`config.mk`:
```
export PLATFORM = sky130hd
export DESIGN_NAME = mem_access_stage
export DESIGN_NICKNAME = d
export VERILOG_FILES = /design/src/rtl/mem_access_stage.sv
export SDC_FILE = /design/constraint.sdc
export NUM_CORES = 1
export LEC_CHECK = 0
export ABC_CLOCK_PERIOD_IN_PS = 3800
export BUFFER_PORTS_ARGS = -buffer_cell sky130_fd_sc_hd__buf_2
export CORE_MARGIN = 4
export CORE_UTILIZATION = 35
export DETAILED_ROUTE_END_ITERATION = 7
export PLACE_DENSITY = 0.66
export SYNTH_ARGS = -nofsm -noshare
export SYNTH_HDL_FRONTEND = slang
export SYNTH_SLANG_ARGS = --single-unit
```
`constraint.sdc`:
```
create_clock -name clk -period 3.8 [get_ports clk]
set_input_delay 0.76 -clock clk [delete_from_list [all_inputs] [get_ports clk]]
set_output_delay 0.76 -clock clk [all_outputs]
set_load 0.005 [all_outputs]
```
`src/rtl/mem_access_stage.sv`:
```
// MEM pipeline stage: RISC-V load/store lane steering over a req/ack data bus.
// Optional misaligned-access trap is enabled by defining MEM_MISALIGN_TRAP_EN.
module mem_access_stage #(
  parameter int TIMEOUT_CYCLES = 255
) (
  input  logic        clk,
  input  logic        rst_n,
  input  logic        in_valid,
  input  logic        mem_RegWrite,
  input  logic        mem_MemtoReg,
  input  logic        mem_MemRead,
  input  logic        mem_MemWrite,
  input  logic [31:0] mem_alu_result,
  input  logic [31:0] mem_write_data,
  input  logic [4:0]  mem_rd,
  input  logic [2:0]  mem_funct3,
  output logic        stall_out,
  output logic        dbus_req,
  output logic        dbus_we,
  output logic [31:0] dbus_addr,
  output logic [31:0] dbus_wdata,
  output logic [3:0]  dbus_wstrb,
  input  logic        dbus_ack,
  input  logic [31:0] dbus_rdata,
  output logic        wb_valid,
  output logic        wb_RegWrite,
  output logic        wb_MemtoReg,
  output logic [4:0]  wb_rd,
  output logic [31:0] wb_alu_result,
  output logic [31:0] wb_mem_data,
  output logic        bus_err
);

  localparam int CNT_W = (TIMEOUT_CYCLES > 1) ? $clog2(TIMEOUT_CYCLES) : 1;
  localparam logic [CNT_W-1:0] CNT_LAST = CNT_W'(TIMEOUT_CYCLES - 1);

  typedef enum logic {IDLE, BUSY} state_t;

  state_t           state, state_next;
  logic [CNT_W-1:0] cnt;

  logic        req_rw_p1, req_m2r_p1;
  logic [4:0]  req_rd_p1;
  logic [31:0] req_alu_p1;
  logic [2:0]  req_f3_p1;

  logic        skid_vld_p1, skid_rw_p1, skid_m2r_p1, skid_err_p1;
  logic [4:0]  skid_rd_p1;
  logic [31:0] skid_alu_p1;

  logic accept, is_mem, trap, mem_go, direct, ack_done, tmo;

  function automatic logic [31:0] store_wdata(input logic [2:0] f3, input logic [31:0] d);
    case (f3[1:0])
      2'b00:   return {4{d[7:0]}};
      2'b01:   return {2{d[15:0]}};
      default: return d;
    endcase
  endfunction

  function automatic logic [3:0] store_wstrb(input logic [2:0] f3, input logic [1:0] a);
    case (f3[1:0])
      2'b00:   return 4'b0001 << a;
      2'b01:   return a[1] ? 4'b1100 : 4'b0011;
      default: return 4'b1111;
    endcase
  endfunction

  function automatic logic [31:0] load_extend(input logic [2:0] f3, input logic [1:0] a,
                                              input logic [31:0] word);
    logic signed [7:0]  byte_s;
    logic signed [15:0] half_s;
    logic signed [31:0] ext;
    byte_s = word[{a, 3'b000} +: 8];
    half_s = a[1] ? word[31:16] : word[15:0];
    case (f3)
      3'b000:  ext = byte_s;
      3'b100:  ext = {24'd0, byte_s};
      3'b001:  ext = half_s;
      3'b101:  ext = {16'd0, half_s};
      default: ext = word;
    endcase
    return ext;
  endfunction

`ifdef MEM_MISALIGN_TRAP_EN
  function automatic logic misaligned(input logic [2:0] f3, input logic [1:0] a);
    case (f3[1:0])
      2'b00:   return 1'b0;
      2'b01:   return a[0];
      default: return a != 2'b00;
    endcase
  endfunction

  assign trap = is_mem && misaligned(mem_funct3, mem_alu_result[1:0]);
`else
  assign trap = 1'b0;
`endif

  assign stall_out = (state == BUSY) && !dbus_ack;
  assign accept    = in_valid && !stall_out;
  assign is_mem    = mem_MemRead || mem_MemWrite;
  assign mem_go    = accept && is_mem && !trap;
  assign direct    = accept && !mem_go;
  assign ack_done  = (state == BUSY) && dbus_ack;
  assign tmo       = (state == BUSY) && !dbus_ack && (cnt == CNT_LAST);

  always_ff @(posedge clk) begin
    if (!rst_n) state <= IDLE;
    else        state <= state_next;
  end

  always_comb begin
    state_next = state;
    case (state)
      IDLE: if (mem_go) state_next = BUSY;
      BUSY: begin
        if (ack_done)  state_next = mem_go ? BUSY : IDLE;
        else if (tmo)  state_next = IDLE;
      end
      default: state_next = IDLE;
    endcase
  end

  // Stage p1: bus request, skid slot and MEM/WB register.
  // The skid slot holds a non-memory bundle accepted on the ack edge, since
  // the load/store result claims the MEM/WB register on that same edge.
  always_ff @(posedge clk) begin
    if (!rst_n) begin
      cnt           <= '0;
      dbus_req      <= 1'b0;
      dbus_we       <= 1'b0;
      dbus_addr     <= '0;
      dbus_wdata    <= '0;
      dbus_wstrb    <= '0;
      wb_valid      <= 1'b0;
      wb_RegWrite   <= 1'b0;
      wb_MemtoReg   <= 1'b0;
      wb_rd         <= '0;
      wb_alu_result <= '0;
      wb_mem_data   <= '0;
      bus_err       <= 1'b0;
      skid_vld_p1   <= 1'b0;
    end else begin
      wb_valid <= 1'b0;
      bus_err  <= 1'b0;
      if (state == BUSY) cnt <= cnt + 1'b1;
      if (mem_go) begin
        cnt        <= '0;
        dbus_req   <= 1'b1;
        dbus_we    <= mem_MemWrite;
        dbus_addr  <= {mem_alu_result[31:2], 2'b00};
        dbus_wdata <= mem_MemWrite ? store_wdata(mem_funct3, mem_write_data) : '0;
        dbus_wstrb <= mem_MemWrite ? store_wstrb(mem_funct3, mem_alu_result[1:0]) : 4'b0000;
      end else if (ack_done || tmo) begin
        dbus_req <= 1'b0;
      end
      skid_vld_p1 <= direct && (ack_done || skid_vld_p1);
      if (ack_done || tmo) begin
        wb_valid      <= 1'b1;
        wb_RegWrite   <= ack_done && req_rw_p1;
        wb_MemtoReg   <= req_m2r_p1;
        wb_rd         <= req_rd_p1;
        wb_alu_result <= req_alu_p1;
        wb_mem_data   <= (ack_done && !dbus_we) ?
                         load_extend(req_f3_p1, req_alu_p1[1:0], dbus_rdata) : '0;
        bus_err       <= tmo;
      end else if (skid_vld_p1) begin
        wb_valid      <= 1'b1;
        wb_RegWrite   <= skid_rw_p1;
        wb_MemtoReg   <= skid_m2r_p1;
        wb_rd         <= skid_rd_p1;
        wb_alu_result <= skid_alu_p1;
        wb_mem_data   <= '0;
        bus_err       <= skid_err_p1;
      end else if (direct) begin
        wb_valid      <= 1'b1;
        wb_RegWrite   <= mem_RegWrite && !trap;
        wb_MemtoReg   <= mem_MemtoReg;
        wb_rd         <= mem_rd;
        wb_alu_result <= mem_alu_result;
        wb_mem_data   <= '0;
        bus_err       <= trap;
      end
    end
  end

  always_ff @(posedge clk) begin
    if (mem_go) begin
      req_rw_p1  <= mem_RegWrite;
      req_m2r_p1 <= mem_MemtoReg;
      req_rd_p1  <= mem_rd;
      req_alu_p1 <= mem_alu_result;
      req_f3_p1  <= mem_funct3;
    end
    if (direct) begin
      skid_rw_p1  <= mem_RegWrite && !trap;
      skid_m2r_p1 <= mem_MemtoReg;
      skid_err_p1 <= trap;
      skid_rd_p1  <= mem_rd;
      skid_alu_p1 <= mem_alu_result;
    end
  end

endmodule
```
==> results of run 1 <==
## routing by layer
metal,up-vias,wire [um],global-route usage,share of wire
met2,195,12600,0.287,0.49
met3,38,1380,0.0280,0.054
met4,0,505,0.0448,0.020
met1,3323,11100,0.226,0.43
met5,-,0,0,0
li1,3493,-,-,-
## power breakdown
group	total [mW]	internal [mW]	leakage, nW	switching (mW)
logic	0.562	0.238	2.33	0.324
registers	2.77	2.70	1.99	0.0664
clock network	2.34	1.36	0.383	0.979
## cell type report
| cell class | count | area (um2) | area share |
|---|---|---|---|
| Multi-Input combinational cell | 531 | 3550 | 0.305 |
| Clock buffer | 35 | 703 | 0.0604 |
| Antenna cell | 3 | 7.51 | 0.000645 |
| Clock inverter | 10 | 86.3 | 0.00742 |
| Inverter | 11 | 41.3 | 0.00355 |
| Timing Repair Buffer | 265 | 1370 | 0.118 |
| Sequential cell | 232 | 5460 | 0.469 |
| Tap cell | 335 | 419 | 0.0360 |
## worst register-to-register path: stages, from the launching register on
cell      delay (ns)
dfxtp_1         0.63
nand2b_1        0.27
inv_2           0.11
or3_1           0.79
o21ai_0         0.23
## cell usage after synthesis, types with 9 or more instances
cell type	n	area [um2]
inv_1	9	33.8
clkbuf_1	28	105
nor2_1	64	240
dfxtp_1	151	3020
nand2_1	98	368
o21ai_0	35	175
buf_2	22	110
o2bb2ai_1	62	543
o21ai_1	9	45.0
mux2i_1	103	1030
edfxtp_1	81	2430
nand2b_1	11	68.8
a21oi_1	70	350
a22o_1	10	87.6
mux2_2	9	101
## state kept, by name (all words and copies together), names as in the netlist
signal,flops
wb_alu_result,32
wb_RegWrite,1
wb_mem_data,32
dbus_we,1
wb_MemtoReg,1
req_rd_p1,5
skid_alu_p1,32
state,1
dbus_req,1
wb_rd,5
req_m2r_p1,1
dbus_wdata,32
dbus_wstrb,4
skid_m2r_p1,1
skid_vld_p1,1
cnt,8
req_rw_p1,1
wb_valid,1
skid_rd_p1,5
dbus_addr,30
req_f3_p1,3
skid_rw_p1,1
bus_err,1
req_alu_p1,32
## logic make-up after synthesis
group                      synth area share
xor gates and xnor gates            0.00660
buffers and inverters                0.0341
adders and majority gates           0.00269
and+or+nand+nor                      0.0892
AOI/OAI and AO/OA                     0.155
DFF                                   0.587
muxes                                 0.124
other                              0.000404
## through the flow
step	cells	cell area [um2]	hold slack, ns	setup slack [ns]	util
global route	1422	11600	0.418	1.22	0.447
global placement	1374	10800	0.427	1.18	0.416
finish	1422	11600	0.433	1.39	0.447
detailed placement	1374	10800	0.432	1.18	0.416
CTS	1419	11600	0.406	1.34	0.446
floorplan	832	9290	0.426	0.546	-
## worst paths after layout
| kind | from | end | slack [ns] | depth (start not counted) |
|---|---|---|---|---|
| worst max-delay path | state | stall_out | 1.39 | 3 |
| worst min-delay path | mem_funct3[2] | req_f3_p1[2] | 0.43 | 1 |
| worst max register to register | state | dbus_wdata[18] | 1.61 | 4 |
| worst min register to register | dbus_wdata[24] | dbus_wdata[24] | 0.44 | 2 |
## layout by cell type (no fill, tap or decap), types with 25 or more instances in the layout
cell | Yosys | layout
clkbuf_16 | 0 | 25
dfxtp_1 | 151 | 150
nand2_1 | 98 | 98
o2bb2ai_1 | 62 | 62
mux2i_1 | 103 | 103
o21ai_0 | 35 | 35
nor2_1 | 64 | 61
edfxtp_1 | 81 | 81
a21oi_1 | 70 | 70
buf_2 | 22 | 253
==> results.yml, run 1 <==
outcome:
  status: "finished, final reports clean"
clock_network:
  cts.repair.resized: 0
  cts_tree: "built"
  postCtsSetupBuffers: 0
  cts_buffers: 25
  clk_pin_slew_worst_paths_ns: 0.06
  clock-sinks: 232
  cts.htree.levels: 1
  root_buffer: "clkbuf_16"
  ctsLongestPathBuffers: 3
  cts_hold_buf: 0
  clkLatencyLatePin_ns: 0.51
pwr:
  ir_drop_mv: 0.341
  p_leak_nw: 4.71
  finalPower_mw: 5.67
  p_per_area_mw_per_mm2: 487
worst_setup_path:
  cp-end-kind: "output pin"
  critical_path.top_delay_family: "flip-flops"
  crit_slowest_cell: "dfxtp_1"
  cp_cell_sequence: "nand2b_1, inv_2, buf_2"
  critPathMaxFanout: 13
  critPathBufInv: 2
  max_stage_delay_ns: 0.63
  required_ns: 3.04
  setup.worst_path.start_class: "flip-flop"
  worstSetupPathType: "flip-flop to output pin"
  worstPathArrival_ns: 1.65
sta:
  tns_ns: 0
  relSlewSlack: 0.301
  period_share: 0.635
  setup_violations: 0
  rsz0062_at_grt: "false"
  tightest_slew_ns: 1.05
  skew_ns: 0.0132
  period_needed_ns: 2.41
  finalMaxSlewViolations: 0
  hold_viol: 0
  fmax_mhz: 414
cells_and_area:
  finish.net_count: 1180
  syn2layout_area_growth_pct: 25.3
  drive_above_1_share: 0.304
  fill_cells: 2493
min_path:
  min_path_type: "primary input to flip-flop"
route:
  first_pass_iters: 6
  drc: 0
  viasPerCell: 4.96
  drt_iter0_drc: 459
  routed_wl_mm: 25.6
  vias: 7049
  wire_per_inst_um: 18.0
  antenna_left: 0
logic_synthesis:
  synth.avg_cell_area_um2: 11.2
  synth_edf_count: 81
  yosysSeqAreaShare: 0.587
  syn_inst: 831
  ys_async_sr_fraction: 0
  post_synth_num_cell_types: 49
  syn-cell-area_mm2: 0.00929
  synth_flop_cell: "dfxtp_1"
  yosys_warnings: 0
  synth_seq_cells: 232
die:
  io_pins: 256
  core_mm2: 0.0261
  die_area_mm2: 0.0292
  die_w_um: 171
  initial_utilization: 0.356
  rows: 59
  die_y_um: 171
run:
  drv_cap: 0
global_route:
  grt_first_pass_wirelength_mm: 40.0
  grt-ovfl-total: 0
  grt_use_total: 0.169
  grt_pass1_vias: 7004
  antenna_found_initial: 3
  grt_max_degree: 41
placement:
  dp_hpwl_mm: 17.3
  io_buffers: 253
  gp_congestion: 0.803
No activity file was read; power rests on OpenSTA's default activity.
==> run 2: changes to the inputs <==
Settings changed: ABC_CLOCK_PERIOD_IN_PS 3800 to 2100, PLACE_DENSITY 0.66 to 0.68.
Clock period 3.8 ns to 2.1 ns, I/O delays scaled along.
==> results.yml, run 2 (synthesis results as in run 1) <==
cells_and_area:
  multiInputGateArea_mm2: 0.00356
  final_common_cell: "buf_2"
  regArea_mm2: 0.00546
  finish.net_count: 1198
  drive_above_1_share: 0.316
  final_cell_mix: "253 x buf_2, 150 x dfxtp_1, 103 x mux2i_1"
  fill_cells: 2442
  syn2layout_area_growth_pct: 28.8
clock_network:
  cts.htree.levels: 1
  cts.repair.resized: 0
  clock-sinks: 232
  root_buffer: "clkbuf_16"
  clkLatencyLatePin_ns: 0.53
  clk_pin_slew_worst_paths_ns: 0.06
  ctsLongestPathBuffers: 3
  postCtsSetupBuffers: 0
  cts_hold_buf: 0
  cts_buffers: 26
  cts_tree: "built"
sta:
  relSlewSlack: 0.315
  setup_violations: 0
  rsz0062_at_grt: "false"
  period_share: 0.899
  period_needed_ns: 1.89
  fmax_mhz: 530
  tns_ns: 0
  hold_viol: 0
  finalMaxSlewViolations: 0
  timing.hold.ws_ns: 0.0773
  tightest_slew_ns: 1.02
  skew_ns: 0.0128
  fin_ws_ns: 0.213
global_route:
  grt-ovfl-total: 0
  grt_max_degree: 40
  grt_use_total: 0.171
  grt_pass1_vias: 7176
  grt_first_pass_wirelength_mm: 39.9
  antenna_found_initial: 1
route:
  routed_wl_mm: 26.3
  vias: 7230
  wire_per_inst_um: 18.3
  antenna_left: 0
  drt_iter0_drc: 322
  drc: 0
  first_pass_iters: 5
  viasPerCell: 5.02
worst_setup_path:
  worstSetupPathType: "flip-flop to output pin"
  worstReg2RegStart: "req_alu_p1[0]"
  required_ns: 1.68
  cp-end-kind: "output pin"
  r2r_end: "wb_mem_data[31]"
  critPathMaxFanout: 6
  setup.worst_path.start_class: "flip-flop"
  r2r_setup_slack_ns: 0.28
  worstPathArrival_ns: 1.47
  r2r_cells: 4
placement:
  io_buffers: 253
  dp_hpwl_mm: 18.1
  gp_congestion: 0.844
  pre_cts_ws_ns: 0.111
die:
  core_mm2: 0.0261
  rows: 59
  die_y_um: 171
  initial_utilization: 0.356
  die_w_um: 171
  die_area_mm2: 0.0292
  io_pins: 256
outcome:
  status: "finished, final reports clean"
run:
  drv_cap: 0
min_path:
  worstHoldEndpoint: "req_f3_p1[2]"
  min_path_type: "primary input to flip-flop"
  worstHoldStart: "mem_funct3[2]"
  whs_path_depth: 1
pwr:
  p_leak_nw: 4.87
  ir_drop_mv: 0.510
  p_per_area_mw_per_mm2: 885
## run 2: area by class of cell
cell class,count,share of cell area
antenna,1,0.000209
clock buffer,42,0.0686
clock inverter,5,0.00345
inverter,11,0.00345
multi-input combinational,531,0.297
sequential,232,0.456
tap,335,0.0350
timing repair buffer,282,0.136
## run 2: worst max-delay path, stage by stage, from the launching register on
cell	delay [ns]
dfxtp_1	0.48
nand2b_1	0.23
inv_2	0.10
buf_2	0.13
## run 2: report_power, final
group          switching (mW)  internal [mW]  total [mW]
logic                   0.621          0.480        1.10
clock network            1.82           2.67        4.49
registers               0.107           4.89        4.99
total                    2.55           8.03        10.6
## run 2: layer usage
layer | vias up | share of wire | track usage | wire, um
li1 | 3525 | - | - | -
met1 | 3469 | 0.43 | 0.216 | 11300
met2 | 180 | 0.49 | 0.291 | 12800
met3 | 56 | 0.053 | 0.0349 | 1390
met4 | 0 | 0.029 | 0.0586 | 758
met5 | - | 0 | 0 | 0
## run 2: metrics by stage
step,cell area (um2),total power [mW],utilization,std cells
floorplan,9300,5.64,-,832
global placement,11100,6.17,0.426,1391
detailed placement,11100,6.20,0.426,1391
CTS,12000,10.7,0.459,1438
global route,12000,11.0,0.459,1439
finish,12000,10.6,0.459,1439
## run 2: worst max path at each step
stage / from / cells after the start / slack, ns / endpoint
finish: state / 3 / 0.21 / stall_out
detailed placement: mem_MemWrite / 7 / 0.11 / wb_alu_result[28]
CTS: req_alu_p1[0] / 4 / 0.1 / wb_mem_data[31]
global placement: mem_MemWrite / 7 / 0.14 / wb_mem_data[7]
floorplan: mem_MemWrite / 5 / -0.06 / req_alu_p1[0]
global route: state / 3 / 0.09 / stall_out
